### src/rtl/serial_pattern_transmitter_if.sv
// -----------------------------------------------------------------------------
// serial_pattern_transmitter_if
// Bundles the load handshake and the serial output of the pattern transmitter.
//   load_data  [WIDTH] : word to transmit, bit WIDTH-1 goes out first
//   load_valid         : source has a word on load_data
//   load_ready         : transmitter accepts a word this cycle
//   sout               : serial data bit (0 whenever sout_valid=0)
//   sout_valid         : sout carries a frame bit this cycle
//   frame_done         : high on the cycle carrying the last bit of a frame
// Modports: master = word source / bit consumer, slave = transmitter.
// -----------------------------------------------------------------------------
interface serial_pattern_transmitter_if #(
  parameter int WIDTH = 16
) ();
  logic [WIDTH-1:0] load_data;
  logic             load_valid;
  logic             load_ready;
  logic             sout;
  logic             sout_valid;
  logic             frame_done;

  modport master (
    output load_data, load_valid,
    input  load_ready, sout, sout_valid, frame_done
  );

  modport slave (
    input  load_data, load_valid,
    output load_ready, sout, sout_valid, frame_done
  );
endinterface

### src/rtl/serial_pattern_transmitter.sv
// -----------------------------------------------------------------------------
// serial_pattern_transmitter
// Parallel-to-serial transmitter: takes a WIDTH-bit word over a valid/ready
// handshake and shifts it out MSB-first, one bit per clock, with a bit-valid
// qualifier and an end-of-frame pulse. GAP_CYCLES idle cycles follow each
// frame; GAP_CYCLES=0 lets a new word be accepted on the last-bit cycle so
// frames run back to back.
// Ports:
//   clk         : system clock, all state updates on posedge
//   rst_n       : synchronous active-low reset
//   bus (slave) : load_data/load_valid/load_ready, sout/sout_valid/frame_done
//   match       : (TX_PATTERN_COUNT_EN only) 1101 completed on this sout bit
//   match_count : (TX_PATTERN_COUNT_EN only) saturating 8-bit match counter
// Optional feature macro: TX_PATTERN_COUNT_EN adds an overlapping 1101
// tracker over the transmitted bits plus the match/match_count outputs.
// -----------------------------------------------------------------------------
module serial_pattern_transmitter #(
  parameter int WIDTH      = 16,
  parameter int GAP_CYCLES = 1
) (
  input  logic                         clk,
  input  logic                         rst_n,
  serial_pattern_transmitter_if.slave  bus
`ifdef TX_PATTERN_COUNT_EN
  ,
  output logic                         match,
  output logic [7:0]                   match_count
`endif
);

  localparam int CW = $clog2(WIDTH);
  localparam int GW = (GAP_CYCLES > 1) ? $clog2(GAP_CYCLES) : 1;
  localparam logic [CW-1:0] CNT_LAST = CW'(WIDTH - 1);
  localparam logic [CW-1:0] CNT_ONE  = CW'(1);
  localparam logic [CW-1:0] CNT_ZERO = {CW{1'b0}};
  localparam logic [GW-1:0] GAP_ZERO = {GW{1'b0}};
  localparam logic [GW-1:0] GAP_LAST = (GAP_CYCLES > 0) ? GW'(GAP_CYCLES - 1) : GAP_ZERO;
  localparam bit            NO_GAP   = (GAP_CYCLES == 0);

  typedef enum logic [1:0] {
    ST_IDLE  = 2'd0,
    ST_SHIFT = 2'd1,
    ST_GAP   = 2'd2
  } state_t;

  state_t           r_state;
  logic [WIDTH-1:0] r_shift;
  logic [CW-1:0]    r_bit_cnt;
  logic [GW-1:0]    r_gap_cnt;
  logic             r_sout_valid;
  logic             r_frame_done;
  logic             r_load_ready;
  logic             w_accept;

  // load_ready is registered, so a handshake is just valid & the ready flop
  assign w_accept = bus.load_valid & r_load_ready;

  // sout is the shift-register MSB; the register is all-zero outside a frame
  // (the last-bit edge shifts the final bit out), so sout is 0 when idle.
  assign bus.sout       = r_shift[WIDTH-1];
  assign bus.sout_valid = r_sout_valid;
  assign bus.frame_done = r_frame_done;
  assign bus.load_ready = r_load_ready;

  // Transmit FSM with registered outputs; each flag is set for the cycle
  // the state being entered will occupy.
  always_ff @(posedge clk) begin
    if (!rst_n) begin
      r_state      <= ST_IDLE;
      r_shift      <= {WIDTH{1'b0}};
      r_bit_cnt    <= CNT_ZERO;
      r_gap_cnt    <= GAP_ZERO;
      r_sout_valid <= 1'b0;
      r_frame_done <= 1'b0;
      r_load_ready <= 1'b1;
    end else begin
      case (r_state)
        ST_IDLE: begin
          r_frame_done <= 1'b0;
          if (w_accept) begin
            r_shift      <= bus.load_data;
            r_bit_cnt    <= CNT_LAST;
            r_state      <= ST_SHIFT;
            r_sout_valid <= 1'b1;
            r_load_ready <= 1'b0;
          end else begin
            r_sout_valid <= 1'b0;
            r_load_ready <= 1'b1;
          end
        end
        ST_SHIFT: begin
          if (r_bit_cnt != CNT_ZERO) begin
            r_shift      <= {r_shift[WIDTH-2:0], 1'b0};
            r_bit_cnt    <= r_bit_cnt - CNT_ONE;
            r_sout_valid <= 1'b1;
            // next cycle carries the last bit
            r_frame_done <= (r_bit_cnt == CNT_ONE);
            // with no gap, the last-bit cycle already offers ready
            r_load_ready <= NO_GAP && (r_bit_cnt == CNT_ONE);
          end else begin
            r_frame_done <= 1'b0;
            if (!NO_GAP) begin
              r_state      <= ST_GAP;
              r_gap_cnt    <= GAP_LAST;
              r_shift      <= {WIDTH{1'b0}};
              r_sout_valid <= 1'b0;
              r_load_ready <= 1'b0;
            end else if (w_accept) begin
              // back-to-back: next word starts with no bubble
              r_shift      <= bus.load_data;
              r_bit_cnt    <= CNT_LAST;
              r_sout_valid <= 1'b1;
              r_load_ready <= 1'b0;
            end else begin
              r_state      <= ST_IDLE;
              r_shift      <= {WIDTH{1'b0}};
              r_sout_valid <= 1'b0;
              r_load_ready <= 1'b1;
            end
          end
        end
        ST_GAP: begin
          r_sout_valid <= 1'b0;
          r_frame_done <= 1'b0;
          if (r_gap_cnt == GAP_ZERO) begin
            r_state      <= ST_IDLE;
            r_load_ready <= 1'b1;
          end else begin
            r_gap_cnt    <= r_gap_cnt - GW'(1);
            r_load_ready <= 1'b0;
          end
        end
        default: begin
          r_state      <= ST_IDLE;
          r_shift      <= {WIDTH{1'b0}};
          r_bit_cnt    <= CNT_ZERO;
          r_gap_cnt    <= GAP_ZERO;
          r_sout_valid <= 1'b0;
          r_frame_done <= 1'b0;
          r_load_ready <= 1'b1;
        end
      endcase
    end
  end

`ifdef TX_PATTERN_COUNT_EN
  typedef enum logic [1:0] {
    TK_S0   = 2'd0,
    TK_S1   = 2'd1,
    TK_S11  = 2'd2,
    TK_S110 = 2'd3
  } trk_t;

  // Overlapping 1101 tracker: after a match the trailing 1 seeds TK_S1
  function automatic trk_t trk_next(input trk_t s, input logic b);
    trk_t n;
    case (s)
      TK_S0:   n = b ? TK_S1  : TK_S0;
      TK_S1:   n = b ? TK_S11 : TK_S0;
      TK_S11:  n = b ? TK_S11 : TK_S110;
      TK_S110: n = b ? TK_S1  : TK_S0;
      default: n = TK_S0;
    endcase
    return n;
  endfunction

  trk_t       r_trk;
  logic       r_match;
  logic [7:0] r_match_count;

  assign match       = r_match;
  assign match_count = r_match_count;

  // r_trk holds the tracker state after the bit currently on sout; match is
  // computed one edge early from the bit about to be shown so it is a flop.
  always_ff @(posedge clk) begin
    if (!rst_n) begin
      r_trk         <= TK_S0;
      r_match       <= 1'b0;
      r_match_count <= 8'd0;
    end else begin
      if (r_match && (r_match_count != 8'hFF)) begin
        r_match_count <= r_match_count + 8'd1;
      end else begin
        r_match_count <= r_match_count;
      end
      if (w_accept) begin
        // new word restarts the tracker from its start state
        r_trk   <= trk_next(TK_S0, bus.load_data[WIDTH-1]);
        r_match <= 1'b0;
      end else if ((r_state == ST_SHIFT) && (r_bit_cnt != CNT_ZERO)) begin
        r_trk   <= trk_next(r_trk, r_shift[WIDTH-2]);
        r_match <= (r_trk == TK_S110) && r_shift[WIDTH-2];
      end else begin
        r_trk   <= TK_S0;
        r_match <= 1'b0;
      end
    end
  end
`endif

endmodule

### src/flat_wrapper.sv
// flat-port wrapper written by rule: the top's interface ports become plain ports
module serial_pattern_transmitter_flat 
#(
  parameter int WIDTH      = 16,
  parameter int GAP_CYCLES = 1
)
  (clk, rst_n, bus_load_data, bus_load_valid, bus_load_ready, bus_sout, bus_sout_valid, bus_frame_done);
  serial_pattern_transmitter_if #(.WIDTH(WIDTH)) bus_i ();
  input  logic clk;
  input  logic rst_n;
  input wire logic [$bits(bus_i.load_data)-1:0] bus_load_data;
  input wire logic [$bits(bus_i.load_valid)-1:0] bus_load_valid;
  output wire logic [$bits(bus_i.load_ready)-1:0] bus_load_ready;
  output wire logic [$bits(bus_i.sout)-1:0] bus_sout;
  output wire logic [$bits(bus_i.sout_valid)-1:0] bus_sout_valid;
  output wire logic [$bits(bus_i.frame_done)-1:0] bus_frame_done;
  assign bus_i.load_data = bus_load_data;
  assign bus_i.load_valid = bus_load_valid;
  assign bus_load_ready = bus_i.load_ready;
  assign bus_sout = bus_i.sout;
  assign bus_sout_valid = bus_i.sout_valid;
  assign bus_frame_done = bus_i.frame_done;
  serial_pattern_transmitter #(.WIDTH(WIDTH), .GAP_CYCLES(GAP_CYCLES)) u_core (.clk(clk), .rst_n(rst_n), .bus(bus_i));
endmodule
### config.mk
export PLATFORM = sky130hd
export DESIGN_NAME = serial_pattern_transmitter_flat
export DESIGN_NICKNAME = d
export VERILOG_FILES = /design/src/rtl/serial_pattern_transmitter_if.sv /design/src/rtl/serial_pattern_transmitter.sv /design/src/flat_wrapper.sv
export SDC_FILE = /design/constraint.sdc
export NUM_CORES = 1
export LEC_CHECK = 0
export ABC_CLOCK_PERIOD_IN_PS = 2400
export CAP_MARGIN = 5
export CORE_UTILIZATION = 39
export DETAILED_ROUTE_END_ITERATION = 8
export PLACE_DENSITY = 0.68
export SLEW_MARGIN = 0
export SYNTH_ARGS = -nofsm -noshare
export SYNTH_HDL_FRONTEND = slang
export SYNTH_SLANG_ARGS = --single-unit
### constraint.sdc
create_clock -name clk -period 2.4 [get_ports clk]
set_input_delay 0.48 -clock clk [delete_from_list [all_inputs] [get_ports clk]]
set_output_delay 0.48 -clock clk [all_outputs]
set_load 0.01 [all_outputs]
Word-level counts from Yosys, hierarchy flattened. Index checks and enable logic that the tools add are counted.

Add/sub/neg operators: 2. Eq/ne operators: 7. Multiplexer cells: 19. Bitwise gates (word level): 3. Reduce and logical (&&, ||, !) cells: 7.

Operators by type and width (count): 16-bit one-hot mux with 3 select lines (1); 16-bit 2-to-1 mux (2); 4-bit one-hot mux with 3 select lines (1); 3-bit AND reduction (3); 4-bit 2-to-1 mux (2); 1-bit 2-to-1 mux (6); 2-bit 2-to-1 mux (3); 1-bit one-hot mux with 3 select lines (2); 2-bit one-hot mux with 3 select lines (1); 4-bit by 1-bit equality test with 1-bit output, second input constant (1); 2-bit by 1-bit inequality test with 1-bit output, second input constant (2); 2-bit inequality test, second input constant (2); 2-bit AND reduction (2); 4-bit nonzero test (1); 4-bit by 1-bit subtractor with 4-bit output, second input constant (1); 2-bit by 1-bit equality test with 1-bit output, second input constant (1); 2-bit equality test, second input constant (1); 2-bit zero test (1); 1-bit inverter (2); 1-bit one-hot mux with 2 select lines (1); 1-bit AND (1); 1-bit subtractor, second input constant (1).

Flip-flop bits (word level): 26. Bits of input ports: 19. Output and inout bits: 4. Word-level logic and storage cells: 45.

Longest topological paths before layout.
Depth after elaboration: 3. Mapped depth: 7. Mapped depth without buffers: 6.

Worst setup path before layout. Ideal clock, no wire load.

Kind: register to register. From: register u_core.r_bit_cnt[0]. To: register u_core.r_shift[10]. Setup time: 0.067 ns. Arrival: 1.426 ns. Data required time: 2.333 ns. Path slack: 0.907 ns. Stages on the path, launching flop included: 8. Path buffers: 1. Clock period less this slack: 1.493 ns. Cells stage by stage: dfxtp_1 inv_1 ha_1 nor3b_2 nor3b_4 buf_4 a22oi_1 o21ai_2.

Word-level cells in the longest chain between the ends: 3.

RTL lines: start, declared (RTL line serial_pattern_transmitter.sv:48) `logic [CW-1:0] r_bit_cnt;`; start signal, assigned (RTL line serial_pattern_transmitter.sv:94) `r_bit_cnt <= r_bit_cnt - CNT_ONE;`; 4-bit nonzero test (RTL line serial_pattern_transmitter.sv:92) `if (r_bit_cnt != CNT_ZERO) begin`; 16-bit 2-to-1 mux (RTL line serial_pattern_transmitter.sv:92); 16-bit one-hot mux with 3 select lines (RTL line serial_pattern_transmitter.sv:77) `case (r_state)`; end signal, assigned (RTL line serial_pattern_transmitter.sv:81) `r_shift <= bus.load_data;`; end signal, assigned (RTL line serial_pattern_transmitter.sv:93) `r_shift <= {r_shift[WIDTH-2:0], 1'b0};`; end signal, assigned (RTL line serial_pattern_transmitter.sv:105) `r_shift <= {WIDTH{1'b0}};`; end, declared (RTL line serial_pattern_transmitter.sv:47) `logic [WIDTH-1:0] r_shift;`.

Every way passes these cells. A chain may end at the register's enable or synchronous reset.

Worst setup path in the final report.
From: register u_core.r_bit_cnt[0]. To: register u_core.r_shift[13].

Same word-level chain as after synthesis.

==> impl_metrics.py <==
metrics = {
    "die": {
        "start_util_pct": 40.87,
        "fp-row-count": 19,
        "die-height_um": 55.53,
        "die_footprint_um2": 3083,
        "io_pins": 23,
        "design.core.area_um2": 2734,
        "fp.dieW_um": 55.53,
    },
    "drt": {
        "drt_first_pass_iters": 6,
        "drtAntennaViolNets": 0,
        "first_iter_violations": 16,
        "met2RoutedLength_um": 961,
        "routed_wl_per_cell_um": 12.37,
        "m1WireLength_um": 943,
        "highest-signal-layer": "met4",
        "vias_per_cell": 5.329,
        "vias": 874,
        "drc": 0,
        "detailroute.wirelength.met3_um": 107,
        "postRouteWirelength_um": 2028,
    },
    "global_routing": {
        "pin_count_of_the_biggest_net_entering_global_routing": 18,
        "grt_pass1_wl_um": 3353,
        "antenna_found_initial": 0,
        "grt_overflow_total": 0,
        "gr-usage-all-layers_pct": 13.74,
        "number_of_global_route_vias_before_repair": 802,
    },
    "cts": {
        "ctsRootBufferMaster": "sky130_fd_sc_hd__clkbuf_4",
        "insertion_delay_ns": 0.31,
        "post_cts.repair.setup_buffers": 0,
        "cts_hold_buf": 0,
        "tritoncts": "done",
        "cts_inserted_buffers": 3,
        "cts-root-to-sink-buffers": 2,
        "cts_num_sinks": 25,
        "clk_pin_slew_ns": 0.13,
        "htree_num_levels": 1,
        "cts.repair.resized": 0,
    },
    "yosys": {
        "simple_logic_cell_fraction_of_the_synthesized_area_pct": 16.35,
        "synth_cells": 112,
        "largest_family_of_logic_cells_by_synthesized_area": "compound AO/OA/AOI/OAI gates",
        "ffs_latches_synth": 25,
        "synth_compound_gate_area_share_pct": 27.55,
        "yosysWarnings": 0,
        "synthMuxAreaShare_pct": 0.8959,
        "synth.lib_cells_used.distinct": 32,
        "synth.yosys.seq_area_share_pct": 44.79,
        "synth_adder_area_share_pct": 3.359,
        "synth_xor_xnor_area_share_pct": 0.7839,
        "syn_area_um2": 1117,
        "postSynthAreaPerCell_um2": 9.976,
        "mappedNetlistNets": 134,
    },
    "critical_path": {
        "setup.worst_path.class": "flip-flop to flip-flop",
        "setup.reg_to_reg.worst_slack_ns": 0.54,
        "crit-reg2reg-capture": "u_core.r_shift[13]",
        "worstSetupEndpointType": "flip-flop",
        "arrival_ns": 2.11,
        "r2r-start": "u_core.r_bit_cnt[0]",
        "required_ns": 2.65,
        "crit_path_max_fanout": 16,
        "worstRegToRegCells": 6,
        "startpoint_type": "flip-flop",
    },
    "power_and_ir_drop": {
        "ir_worst_vdd_v": 0.0005640,
        "combinational_share_of_power_pct": 38.4,
        "power_report.internal_total_uw": 813.2,
        "p_leak_nw": 0.5084,
        "power.switching_uw": 468.4,
        "swShare_pct": 36.55,
        "p_per_area_nw_per_um2": 948.4,
        "pwr-share-seq_pct": 47.1,
        "clock_power_share_pct": 14.5,
    },
    "sta": {
        "crit_share_post_route_pct": 77.38,
        "finalHoldViolations": 0,
        "slew_headroom_pct": 55.03,
        "final_critical_path_setup_slack_ns": 0.5428,
        "fin_worst_skew_ns": 0.004836,
        "period_minus_slack_ns": 1.857,
        "report.final.setup_viol": 0,
        "max_slew.worst_pin.slew_ns": 0.6746,
        "maxSlewViolCount": 0,
        "rsz_0062_raised_after_global_routing": "false",
        "hold-worst-slack_ns": 0.4600,
        "max_freq_mhz": 538.5,
        "total_negative_slack_for_setup_checks_ns": 0,
    },
    "place": {
        "placedCellCount": 160,
        "post-dp-hpwl_um": 1467,
        "dpl_worst_slack_ns": 0.3032,
        "i_o_buffers": 22,
        "final_weighted_congestion_of_routability_driven_global_placement": 0.7181,
    },
    "finish": {
        "nets": 156,
        "antennaDiodeCount": 0,
        "share_of_layout_cells_above_drive_strength_1_pct": 14.29,
        "most-common-layout-cells": "sky130_fd_sc_hd__dfxtp_1, sky130_fd_sc_hd__clkdlybuf4s50_1, sky130_fd_sc_hd__nand2_1, sky130_fd_sc_hd__a22oi_1, sky130_fd_sc_hd__o21ai_2",
        "area_delta_synth_final_pct": 20.94,
        "stdcell_count": 164,
        "final_core_utilization_pct": 49.43,
        "layout_commonest_cell": "sky130_fd_sc_hd__dfxtp_1",
    },
    "flow_run": {
        "cap_viol_max_count": 0,
    },
    "status": {
        "run_status": "complete, no violations",
    },
    "hold_path": {
        "hold_depth": 2,
        "min_to": "u_core.r_shift[5]",
        "hp-start": "u_core.r_shift[5]",
        "worst_hold_path_type": "flip-flop to flip-flop",
    },
}
==> worst max-delay path: stages (launching register included) <==
cell,delay [ns]
sky130_fd_sc_hd__dfxtp_1,0.42
sky130_fd_sc_hd__inv_1,0.08
sky130_fd_sc_hd__ha_1,0.22
sky130_fd_sc_hd__nor3b_2,0.19
sky130_fd_sc_hd__nor3b_4,0.55
sky130_fd_sc_hd__a22oi_1,0.19
sky130_fd_sc_hd__o21ai_2,0.15
==> worst max-delay path by stage <==
stage | start | endpoint | slack, ns | depth (start not counted)
2_1_floorplan | u_core.r_bit_cnt[0] | u_core.r_shift[10] | 0.91 | 7
3_3_place_gp | bus_load_valid | u_core.r_shift[1] | 0.35 | 4
3_5_place_dp | bus_load_valid | u_core.r_shift[2] | 0.30 | 4
4_1_cts | u_core.r_bit_cnt[0] | u_core.r_shift[12] | 0.54 | 6
5_1_grt | u_core.r_bit_cnt[0] | u_core.r_shift[2] | 0.35 | 6
6_report | u_core.r_bit_cnt[0] | u_core.r_shift[13] | 0.54 | 6
==> cells in the mapped netlist (all sizes together) <==
library cell / count / area, um^2
inv: 3 / 11.26
a21oi: 1 / 8.760
nor2: 5 / 28.78
a22o: 4 / 35.03
nor3: 1 / 5.000
nand2b: 1 / 6.260
and4: 1 / 8.760
and3b: 1 / 8.760
buf: 6 / 58.80
dfxtp: 25 / 500.5
o2bb2ai: 2 / 23.77
nand2: 19 / 71.32
or3b: 1 / 8.760
ha: 3 / 37.54
o22ai: 1 / 6.260
xnor2: 1 / 8.760
and3: 1 / 6.260
mux2i: 1 / 10.01
nand3b: 1 / 7.510
a22oi: 15 / 112.6
nor3b: 2 / 31.28
a21o: 1 / 7.510
o21ai: 16 / 113.9
==> area by class of cell <==
class	instances	area, um^2
clock buffers	4	26.28
multi-input cells	78	546.8
well taps	31	38.79
inverters	3	11.26
flip-flops and latches	25	500.5
fillers	265	1383
repair buffers	23	227.7
==> registers in the layout, summed over array words and instances (netlist names) <==
signal,count
u_core.bus.frame_done,1
u_core.r_shift,16
u_core.bus.load_ready,1
u_core.r_state,2
u_core.r_bit_cnt,4
u_core.bus.sout_valid,1
==> metal layers <==
layer  global-route usage (%)  up-vias
met5                        0        -
met4                    3.214        0
met3                    4.684        2
met2                    24.10       18
met1                    16.05      406
li1                         -      448
==> cell families (layout without fill, tap and decap cells) <==
group / after synthesis / count (layout)
and+or+nand+nor: 33 / 33
xor gates and xnor gates: 1 / 1
buffers and inverters: 9 / 30
muxes: 1 / 1
AOI/OAI and AO/OA: 40 / 40
adders and majority gates: 3 / 3
DFF: 25 / 25
==> power groups by stage <==
stage | logic [mW] | registers (mW) | clock network, mW
after floorplan | 0.408 | 0.591 | 0
after global placement | 0.483 | 0.609 | 0
after detailed placement | 0.497 | 0.611 | 0
after CTS | 0.497 | 0.603 | 0.195
after global routing | 0.543 | 0.617 | 0.211
final | 0.492 | 0.604 | 0.186
==> stage by stage <==
stage	cell area [um^2]	total power, mW
3_5_place_dp	1325	1.108
3_3_place_gp	1325	1.092
4_1_cts	1351	1.295
2_1_floorplan	1117	0.9989
5_1_grt	1351	1.371
6_report	1351	1.282
(Power assumes the default switching activity.)
